===== src/rtl/os_input_scheduler_pkg.sv =====
// Shared endpoint map and default widths for the oversample input scheduler.
package os_input_scheduler_pkg;

   localparam int unsigned DEF_W_CHAN = 5;
   localparam int unsigned DEF_N_CHAN = 8;
   localparam int unsigned DEF_W_DATA = 18;

   // Endpoint write-bus addresses owned by the scheduler
   localparam logic [15:0] sched_en_addr      = 16'h0040;
   localparam logic [15:0] sched_ovr_clr_addr = 16'h0041;

   // 16-bit add that sticks at all-ones instead of wrapping
   function automatic logic [15:0] sat_add16(input logic [15:0] a, input logic [15:0] b);
      logic [16:0] s;
      s = {1'b0, a} + {1'b0, b};
      return s[16] ? 16'hFFFF : s[15:0];
   endfunction

endpackage


===== src/rtl/os_input_scheduler_rr_arbiter.sv =====
// Combinational round-robin arbiter: search starts one past the last winner
// and wraps modulo N_CHAN; returns one-hot grant, binary index and any.
module rr_arbiter
   import os_input_scheduler_pkg::*;
#(
   parameter int unsigned N_CHAN = DEF_N_CHAN,
   parameter int unsigned W_IDX  = DEF_W_CHAN
) (
   input  logic [N_CHAN-1:0] req,
   input  logic [W_IDX-1:0]  last,
   output logic [N_CHAN-1:0] grant,
   output logic [W_IDX-1:0]  idx,
   output logic              any
);

   localparam int unsigned W_SEL = (N_CHAN > 1) ? $clog2(N_CHAN) : 1;

   int unsigned cand;

   // First requester found walking forward from last+1 wins
   always_comb begin
      grant = '0;
      idx   = '0;
      any   = 1'b0;
      cand  = 0;
      for (int unsigned k = 1; k <= N_CHAN; k++) begin
         cand = (32'(last) + k) % N_CHAN;
         if (!any && req[cand[W_SEL-1:0]]) begin
            any                     = 1'b1;
            grant[cand[W_SEL-1:0]]  = 1'b1;
            idx                     = W_IDX'(cand);
         end
      end
   end

endmodule


===== src/rtl/os_input_scheduler.sv =====
// Per-channel ADC sample holding registers serialized onto a single-issue
// dv/chan/data bus with round-robin arbitration and per-channel issue spacing.
// Optional feature macro: OS_SCHED_OVR_CNT_EN (aggregate saturating drop counter).
module os_input_scheduler
   import os_input_scheduler_pkg::*;
#(
   parameter int unsigned W_CHAN    = DEF_W_CHAN,
   parameter int unsigned N_CHAN    = DEF_N_CHAN,
   parameter int unsigned W_DATA    = DEF_W_DATA,
   parameter int unsigned MIN_GAP   = 3,
   parameter int unsigned W_WR_ADDR = 16,
   parameter int unsigned W_WR_CHAN = 16,
   parameter int unsigned W_WR_DATA = 48
) (
   input  logic                     clk_in,
   input  logic                     rst_in,
   input  logic [N_CHAN-1:0]        samp_valid_in,
   input  logic [N_CHAN*W_DATA-1:0] samp_data_in,
   input  logic                     wr_en,
   input  logic [W_WR_ADDR-1:0]     wr_addr,
   input  logic [W_WR_CHAN-1:0]     wr_chan,
   input  logic [W_WR_DATA-1:0]     wr_data,
   output logic                     dv_out,
   output logic [W_CHAN-1:0]        chan_out,
   output logic [W_DATA-1:0]        data_out,
   output logic [N_CHAN-1:0]        ovr_flags_out,
   output logic [15:0]              ovr_cnt_out
);

   localparam int unsigned      W_COOL    = (MIN_GAP > 1) ? $clog2(MIN_GAP) : 1;
   localparam logic [W_COOL-1:0] COOL_LOAD = W_COOL'(MIN_GAP - 1);

   logic [N_CHAN-1:0] en, pend, cap, elig, grant, ovr_evt, en_clr, en_set;
   logic [W_DATA-1:0] hold [N_CHAN];
   logic [W_COOL-1:0] cool [N_CHAN];
   logic [W_CHAN-1:0] last, win_idx;
   logic              win_any;
   logic [W_DATA-1:0] win_data;
   logic              en_wr, clr_wr;
   logic              wr_data_unused;

   assign en_wr          = wr_en && (wr_addr == W_WR_ADDR'(sched_en_addr));
   assign clr_wr         = wr_en && (wr_addr == W_WR_ADDR'(sched_ovr_clr_addr)) && wr_data[0];
   assign wr_data_unused = ^wr_data[W_WR_DATA-1:1];

   // Decode enable writes, captures and eligibility per channel
   always_comb begin
      cap    = '0;
      elig   = '0;
      en_clr = '0;
      en_set = '0;
      for (int unsigned i = 0; i < N_CHAN; i++) begin
         if (en_wr && (wr_chan == W_WR_CHAN'(i))) begin
            en_set[i] = wr_data[0];
            en_clr[i] = ~wr_data[0];
         end
         cap[i]  = samp_valid_in[i] & en[i];
         elig[i] = pend[i] & en[i] & (cool[i] == '0);
      end
   end

   rr_arbiter #(
      .N_CHAN (N_CHAN),
      .W_IDX  (W_CHAN)
   ) u_arb (
      .req   (elig),
      .last  (last),
      .grant (grant),
      .idx   (win_idx),
      .any   (win_any)
   );

   // Overrun detection and winner data mux (depend on the arbiter grant)
   always_comb begin
      ovr_evt  = '0;
      win_data = '0;
      for (int unsigned i = 0; i < N_CHAN; i++) begin
         ovr_evt[i] = cap[i] & pend[i] & ~grant[i] & ~en_clr[i];
         if (grant[i]) win_data = hold[i];
      end
   end

   // Channel state: enables, holding registers, pending bits, cooldowns, last winner
   always_ff @(posedge clk_in or posedge rst_in) begin
      if (rst_in) begin
         en   <= '1;
         pend <= '0;
         last <= W_CHAN'(N_CHAN - 1);
         for (int unsigned i = 0; i < N_CHAN; i++) begin
            hold[i] <= '0;
            cool[i] <= '0;
         end
      end else begin
         en <= (en | en_set) & ~en_clr;
         for (int unsigned i = 0; i < N_CHAN; i++) begin
            if (cap[i]) hold[i] <= samp_data_in[i*W_DATA +: W_DATA];
            // disabling wins over capture; capture wins over the issue clearing pend
            if (en_clr[i])      pend[i] <= 1'b0;
            else if (cap[i])    pend[i] <= 1'b1;
            else if (grant[i])  pend[i] <= 1'b0;
            if (grant[i])            cool[i] <= COOL_LOAD;
            else if (cool[i] != '0)  cool[i] <= cool[i] - W_COOL'(1);
         end
         if (win_any) last <= win_idx;
      end
   end

   // Issue registers: dv pulses one cycle, chan/data hold between issues
   always_ff @(posedge clk_in or posedge rst_in) begin
      if (rst_in) begin
         dv_out   <= 1'b0;
         chan_out <= '0;
         data_out <= '0;
      end else begin
         dv_out <= win_any;
         if (win_any) begin
            chan_out <= win_idx;
            data_out <= win_data;
         end
      end
   end

   // Sticky overrun flags; an overrun on the clearing edge survives the clear
   always_ff @(posedge clk_in or posedge rst_in) begin
      if (rst_in)       ovr_flags_out <= '0;
      else if (clr_wr)  ovr_flags_out <= ovr_evt;
      else              ovr_flags_out <= ovr_flags_out | ovr_evt;
   end

`ifdef OS_SCHED_OVR_CNT_EN
   logic [15:0] ovr_num;

   // Number of samples dropped on this edge
   always_comb begin
      ovr_num = '0;
      for (int unsigned i = 0; i < N_CHAN; i++) begin
         ovr_num = ovr_num + 16'(ovr_evt[i]);
      end
   end

   // Aggregate saturating drop counter
   always_ff @(posedge clk_in or posedge rst_in) begin
      if (rst_in)       ovr_cnt_out <= '0;
      else if (clr_wr)  ovr_cnt_out <= ovr_num;
      else              ovr_cnt_out <= sat_add16(ovr_cnt_out, ovr_num);
   end
`else
   assign ovr_cnt_out = '0;
`endif

endmodule


===== config.mk =====
export PLATFORM = sky130hd
export DESIGN_NAME = os_input_scheduler
export DESIGN_NICKNAME = d
export VERILOG_FILES = /design/src/rtl/os_input_scheduler_pkg.sv /design/src/rtl/os_input_scheduler_rr_arbiter.sv /design/src/rtl/os_input_scheduler.sv
export SDC_FILE = /design/constraint.sdc
export NUM_CORES = 1
export LEC_CHECK = 0
export BUFFER_PORTS_ARGS = -buffer_cell sky130_fd_sc_hd__buf_4
export CORE_MARGIN = 1.5
export CORE_UTILIZATION = 54
export CTS_BUF_LIST = sky130_fd_sc_hd__clkbuf_16
export DETAILED_ROUTE_END_ITERATION = 16
export PLACE_DENSITY = 0.81
export SYNTH_ARGS = -nofsm -noshare
export SYNTH_HDL_FRONTEND = slang
export SYNTH_SLANG_ARGS = --single-unit

===== constraint.sdc =====
create_clock -name clk_in -period 7.3 [get_ports clk_in]
set_clock_uncertainty 0.2 [all_clocks]
set_input_delay 0 -clock clk_in [delete_from_list [all_inputs] [get_ports clk_in]]
set_output_delay 0 -clock clk_in [all_outputs]
set_load 0.02 [all_outputs]

Word level (Yosys, flattened, before mapping)
Cells that the tools add are included.
Storage, ports and cells
  flip-flop bits (word level): 211
  input bits: 235
Cells by class
  $add $sub $neg: 16
  $lt $le $gt $ge: 16
  eq/ne operators: 9
  multiplexer cells: 121
  bitwise operators: 76
  reductions and logical operators: 66
Operators with widths (count)
  $mux W18: 8
  $mux W8: 9
  $or A8 B8 Y8: 9
  $eq A16 B3 Y1 const B: 4
  $mux W1: 64
  $and A1 B1 Y1: 48
  $mux W5: 7
  $eq A16 B2 Y1 const B: 2
  $eq A16 B7 Y1 const B: 2
  $lt A3 B4 Y1 const B: 8
  $mux W2: 16
  $reduce_bool A2 Y1: 16
  $logic_and A1 B1 Y1: 26
  $bmux W1 S3: 8
  $demux W1 S3: 8
  $ge A3 B1 Y1 const B: 8
  $reduce_bool A3 Y1: 8
  $not A1 Y1: 17
  $eq A16 B1 Y1 const B: 1
  $logic_not A16 Y1: 1
  $logic_not A2 Y1: 8
  $sub A2 B1 Y2 const B: 8
  $add A3 B3 Y3 const B: 4
  $and A8 B8 Y8: 1
  other kinds (5): 13

Longest topological paths before layout
  depth after elaboration: 34
  mapped depth: 21
  gate-level depth less buffers: 12

By module
Synthesis repeated with hierarchy kept, for this count alone.
Unflattened totals
  cell total of the unflattened synthesis: 968
  area total of the unflattened synthesis: 11223.3 um^2
By module, submodules not included
  os_input_scheduler: times used 1, cells each 814, area each 9843.2 um^2, seq. area each 5293.8 um^2
  rr_arbiter: times used 1, cells each 154, area each 1380.1 um^2, seq. area each 0.0 um^2

Worst setup path after synthesis
Ideal clock, no wire load.
  path type: flip-flop to flip-flop
  start point: reg last[0]
  end point: reg ovr_flags_out[3]
  arrival time: 4.589 ns
  data required time: 6.961 ns
  setup slack: 2.372 ns
  stages on the path, launching flop included: 21
  buffers on the path: 8
  cell sequence: dfstp_2 > buf_2 > inv_1 > buf_2 > buf_1 > buf_1 > ha_1 > and4b_1 > or4_1 > and4_1 > buf_6 > or4_4 > buf_6 > or3_4 > a311o_1 > o211ai_2 > buf_4 > buf_2 > inv_2 > nand2_1 > o31ai_1
On the way
  cells in the longest elaborated chain, start to end: 30
RTL lines
  start, declared: RTL line os_input_scheduler.sv:36  | logic [W_CHAN-1:0] last, win_idx;
  start signal, assigned: RTL line os_input_scheduler.sv:88  | last <= W_CHAN'(N_CHAN - 1);
  start signal, assigned: RTL line os_input_scheduler.sv:104  | if (win_any) last <= win_idx;
  parallel branches: the longest is 24 deep, another holds $lt A3 B4 Y1
  $mux W8 *: RTL line os_input_scheduler_rr_arbiter.sv:28  | if (!any && req[cand[W_SEL-1:0]]) begin
  $not A1 Y1 *: RTL line os_input_scheduler.sv:78  | ovr_evt[i] = cap[i] & pend[i] & ~grant[i] & ~en_clr[i];
  $and A1 B1 Y1 * (2 in a row): RTL line os_input_scheduler.sv:78
  $or A8 B8 Y8: RTL line os_input_scheduler.sv:127  | else ovr_flags_out <= ovr_flags_out | ovr_evt;
  $mux W8 *: RTL line os_input_scheduler.sv:126  | else if (clr_wr) ovr_flags_out <= ovr_evt;
  end signal, assigned: RTL line os_input_scheduler.sv:126
  end signal, assigned: RTL line os_input_scheduler.sv:127
  end, declared: RTL line os_input_scheduler.sv:26  | output logic [N_CHAN-1:0] ovr_flags_out,
Every way passes the cells marked *. The select of a mux whose other input is x is not followed.
A chain may end at the register's enable or synchronous reset.

Worst setup path after layout
  start point: reg last[1]
  end point: reg data_out[14]
On the way
  cells in the longest elaborated chain, start to end: 33
RTL lines
  parallel branches: the longest is 33 deep, another holds $lt A3 B4 Y1
  end signal, assigned: RTL line os_input_scheduler.sv:118  | data_out <= win_data;
  end, declared: RTL line os_input_scheduler.sv:25  | output logic [W_DATA-1:0] data_out,
Parallel ways; which one is timed is not known. The select of a mux whose other input is x is not followed.

==> impl_metrics.csv <==
group,metric,value,unit
worst_setup_path,cpMostUsedCell,"and4_1",
synthesis,ys_async_sr_fraction,100,%
die,rows,51,
clocking,cts_sinks,209,
sta,fin_setup_tns,0,ns
worst_setup_path,critical_path_class,"reg2reg",
synthesis,synth_edf_count,0,
sta,hold_viol,0,
pwr,power,2530,µW
synthesis,synth_mux_area_share,16.5,%
synthesis,netlist-cell-type-count,74,
die,die_w,145,µm
placement,place_congestion,0.906,
sta,setup-violations-final,0,
sta,fin_crit_sh,78.0,%
grt,grt_usage,37.1,%
synthesis,synth-seq-cells,209,
die,start_util,55.7,%
synthesis,seq_area_frac_synth,47.9,%
worst_setup_path,worst-r2r-setup-slack,1.61,ns
synthesis,yosysTopAreaCellShare,45.3,%
synthesis,synth_compound_area_share,16.8,%
hold_path,worst_hold_path_type,"in2reg",
synthesis,avgSynthCellArea,10.9,µm²
placement,hpwlAfterDp,22.7,mm
sta,fmax,176,MHz
clocking,post_cts_buffers,0,
grt,grt_max_degree,144,
die,die_h,145,µm
die,coreArea,19700,µm²
drt,avgRoutedWirePerCell,24.2,µm
synthesis,yosys.area.top_type,"dfrtp_1",
synthesis,synth_xor_area_share,1.03,%
synthesis,netlist_top_cells_area,"dfrtp_1, mux2_2, dfstp_2",
placement,port_buffers,217,
drt,dr_total_vias,10700,
drt,postRouteWirelength,40.0,mm
finish,area_growth_syn_to_layout,38.3,%
worst_setup_path,required,7.48,ns
synthesis,synthSimpleGateAreaFrac,11.1,%
synthesis,synth_cells,1002,
synthesis,synth_area,10900,µm²
clocking,root_buffer,"clkbuf_16",
worst_setup_path,cp-start-kind,"flop",
pwr,peakVddDrop,298,µV
finish,drive_gt1_share,33.5,%
synthesis,yosys_warnings,0,
drt,drt-initial-drc-count,1059,
clocking,clk_latency,0.51,ns
die,die-area,21100,µm²
die,io_pins,283,
run_status,outcome,"complete, no violations",
pwr,leakagePower,0.00713,µW
clocking,htreeDepth,1,
sta,slew_violations,0,
grt,grt-ovfl-total,0,
synthesis,synth_adder_area_share,1.60,%
clocking,cts_buffers,23,
drt,drc,0,
grt,antenna_found_initial,3,
worst_setup_path,cp-end-kind,"flop",
drt,ant_nets,0,
grt,grt_pass1_vias,11100,
finish,nNetsFinal,1617,
grt,grt_pass1_wl,61.5,mm
sta,rsz0062_at_grt,"no",
pwr,power_density,167,nW/µm²
clocking,cts_buffer_depth,3,
worst_setup_path,cpPeakStageDelay,1.04,ns
synthesis,synth_top_family_by_area,"compound AO/OA/AOI/OAI gates",
worst_setup_path,cp.arrival,5.87,ns
sta,slew_headroom,19.3,%
worst_setup_path,critical_path.max_fanout,33,
worst_setup_path,cp_slowest_cell,"o211ai_2",
synthesis,synth_ff_type,"dfrtp_1",
clocking,cts_tree,"built",
sta,max_slew.worst_pin.slew,1.21,ns
drt,firstDrtPassIters,5,
drt,vias_per_cell,6.45,
worst_setup_path,crit_chain,"inv_1 -> ha_1 -> buf_4 -> and4_1 -> or4_1 -> and4_1 -> nor4_1 -> nand3_1 -> o211ai_2 -> a311oi_1 -> a211oi_1 -> o21ai_1",
clocking,path_clk_slew,0.06,ns
sta,min_period,5.69,ns
job,maxCapViolCount,0,
==> worst paths after layout <==
path	startpoint	endpoint	cells past startpoint
worst max-delay path	last[1]	data_out[14]	12
worst min-delay path	samp_data_in[111]	hold[21]	3
worst max register to register	last[1]	data_out[14]	12
worst min register to register	ovr_flags_out[6]	ovr_flags_out[6]	2
max in group asynchronous	rst_in	cool[12]	4
min in group asynchronous	rst_in	hold[45]	3
==> timing repair <==
action                    CTS  global route
hold buffers              166             0
hold endpoints to repair  302             0
resized for setup           0             0
==> where the power goes <==
part | switching [µW] | internal (µW) | total (µW)
combinational | 109 | 154 | 262
clock | 487 | 608 | 1090
sequential | 4.81 | 1170 | 1170
total | 600 | 1930 | 2530
==> cell usage after synthesis, drive strengths merged, types with 11 or more instances <==
| master | instances |
|---|---|
| dfstp | 11 |
| inv | 27 |
| a311oi | 19 |
| a211oi | 20 |
| nand2 | 49 |
| nand3 | 23 |
| mux2 | 159 |
| o211ai | 25 |
| ha | 14 |
| a22oi | 19 |
| nor2 | 40 |
| buf | 39 |
| nand4 | 34 |
| o2111ai | 15 |
| nor3 | 15 |
| o22a | 19 |
| o21ai | 69 |
| dfrtp | 198 |
| nor4 | 13 |
| clkbuf | 48 |
| a21oi | 34 |
==> cell usage in the layout, fill, tap and decap left out, types with 18 or more instances in the layout <==
master,count
dlygate4sd3_1,166
nor2_1,40
o21ai_0,41
clkbuf_16,23
nand4_1,34
buf_4,244
nand2_1,49
inv_1,30
o211ai_1,24
conb_1,18
a311oi_1,18
a22oi_1,19
a21oi_1,34
nand3_1,23
dfrtp_1,198
o21ai_1,27
a211oi_1,19
mux2_2,159
o22a_1,19
==> cells by family (layout without fill, tap and decap cells) <==
kind of cell | after synthesis | count (layout)
AOI/OAI and AO/OA | 265 | 265
other | 1 | 21
DFF | 209 | 209
muxes | 161 | 161
adders and majority gates | 14 | 14
xor gates and xnor gates | 12 | 12
buffers and inverters | 115 | 480
and+or+nand+nor | 225 | 225
==> registers in the layout, summed over array words and instances, names as in the netlist, named ones only <==
signal / count
chan_out: 3
cool: 16
data_out: 18
dv_out: 1
hold: 144
last: 3
ovr_flags_out: 8
pend: 8
==> per-layer routing <==
metal / vias up / global-route usage, % / routed length, µm
met4: 0 / 21.5 / 2320
met2: 772 / 63.3 / 19800
met1: 5208 / 43.8 / 14300
met5: - / 0 / 0
li1: 4509 / - / -
met3: 173 / 7.15 / 3630
==> layout make-up <==
class / count / area [µm²]
sequential: 209 / 5240
multi-input combinational: 695 / 5240
fill: 1206 / 4520
timing repair buffer: 411 / 3510
clock buffer: 23 / 576
tap: 265 / 332
clock inverter: 18 / 113
inverter: 28 / 113
antenna: 3 / 7.51
==> critical path, delay by kind of cell (launching register included) <==
family	cells	cell delay (ns)
flops	1	0.88
buf+inv	2	0.49
simple gates	5	1.81
compound gates	4	1.82
fa+ha+maj	1	0.35
==> stage by stage <==
step                utilization [%]  std cells  setup WS [ns]  instance area, µm²  hold WS, ns
finish                         77.0       1652           1.61               15100       0.0630
global route                   77.0       1652           1.42               15100       0.0536
CTS                            77.0       1649           1.83               15100       0.0444
detailed placement             65.0       1442           1.85               12800       0.0369
global placement               65.0       1442           1.90               12800       0.0329
floorplan                         -       1019           1.41               11000      -0.0494
Power figures use the tool's default switching activity.
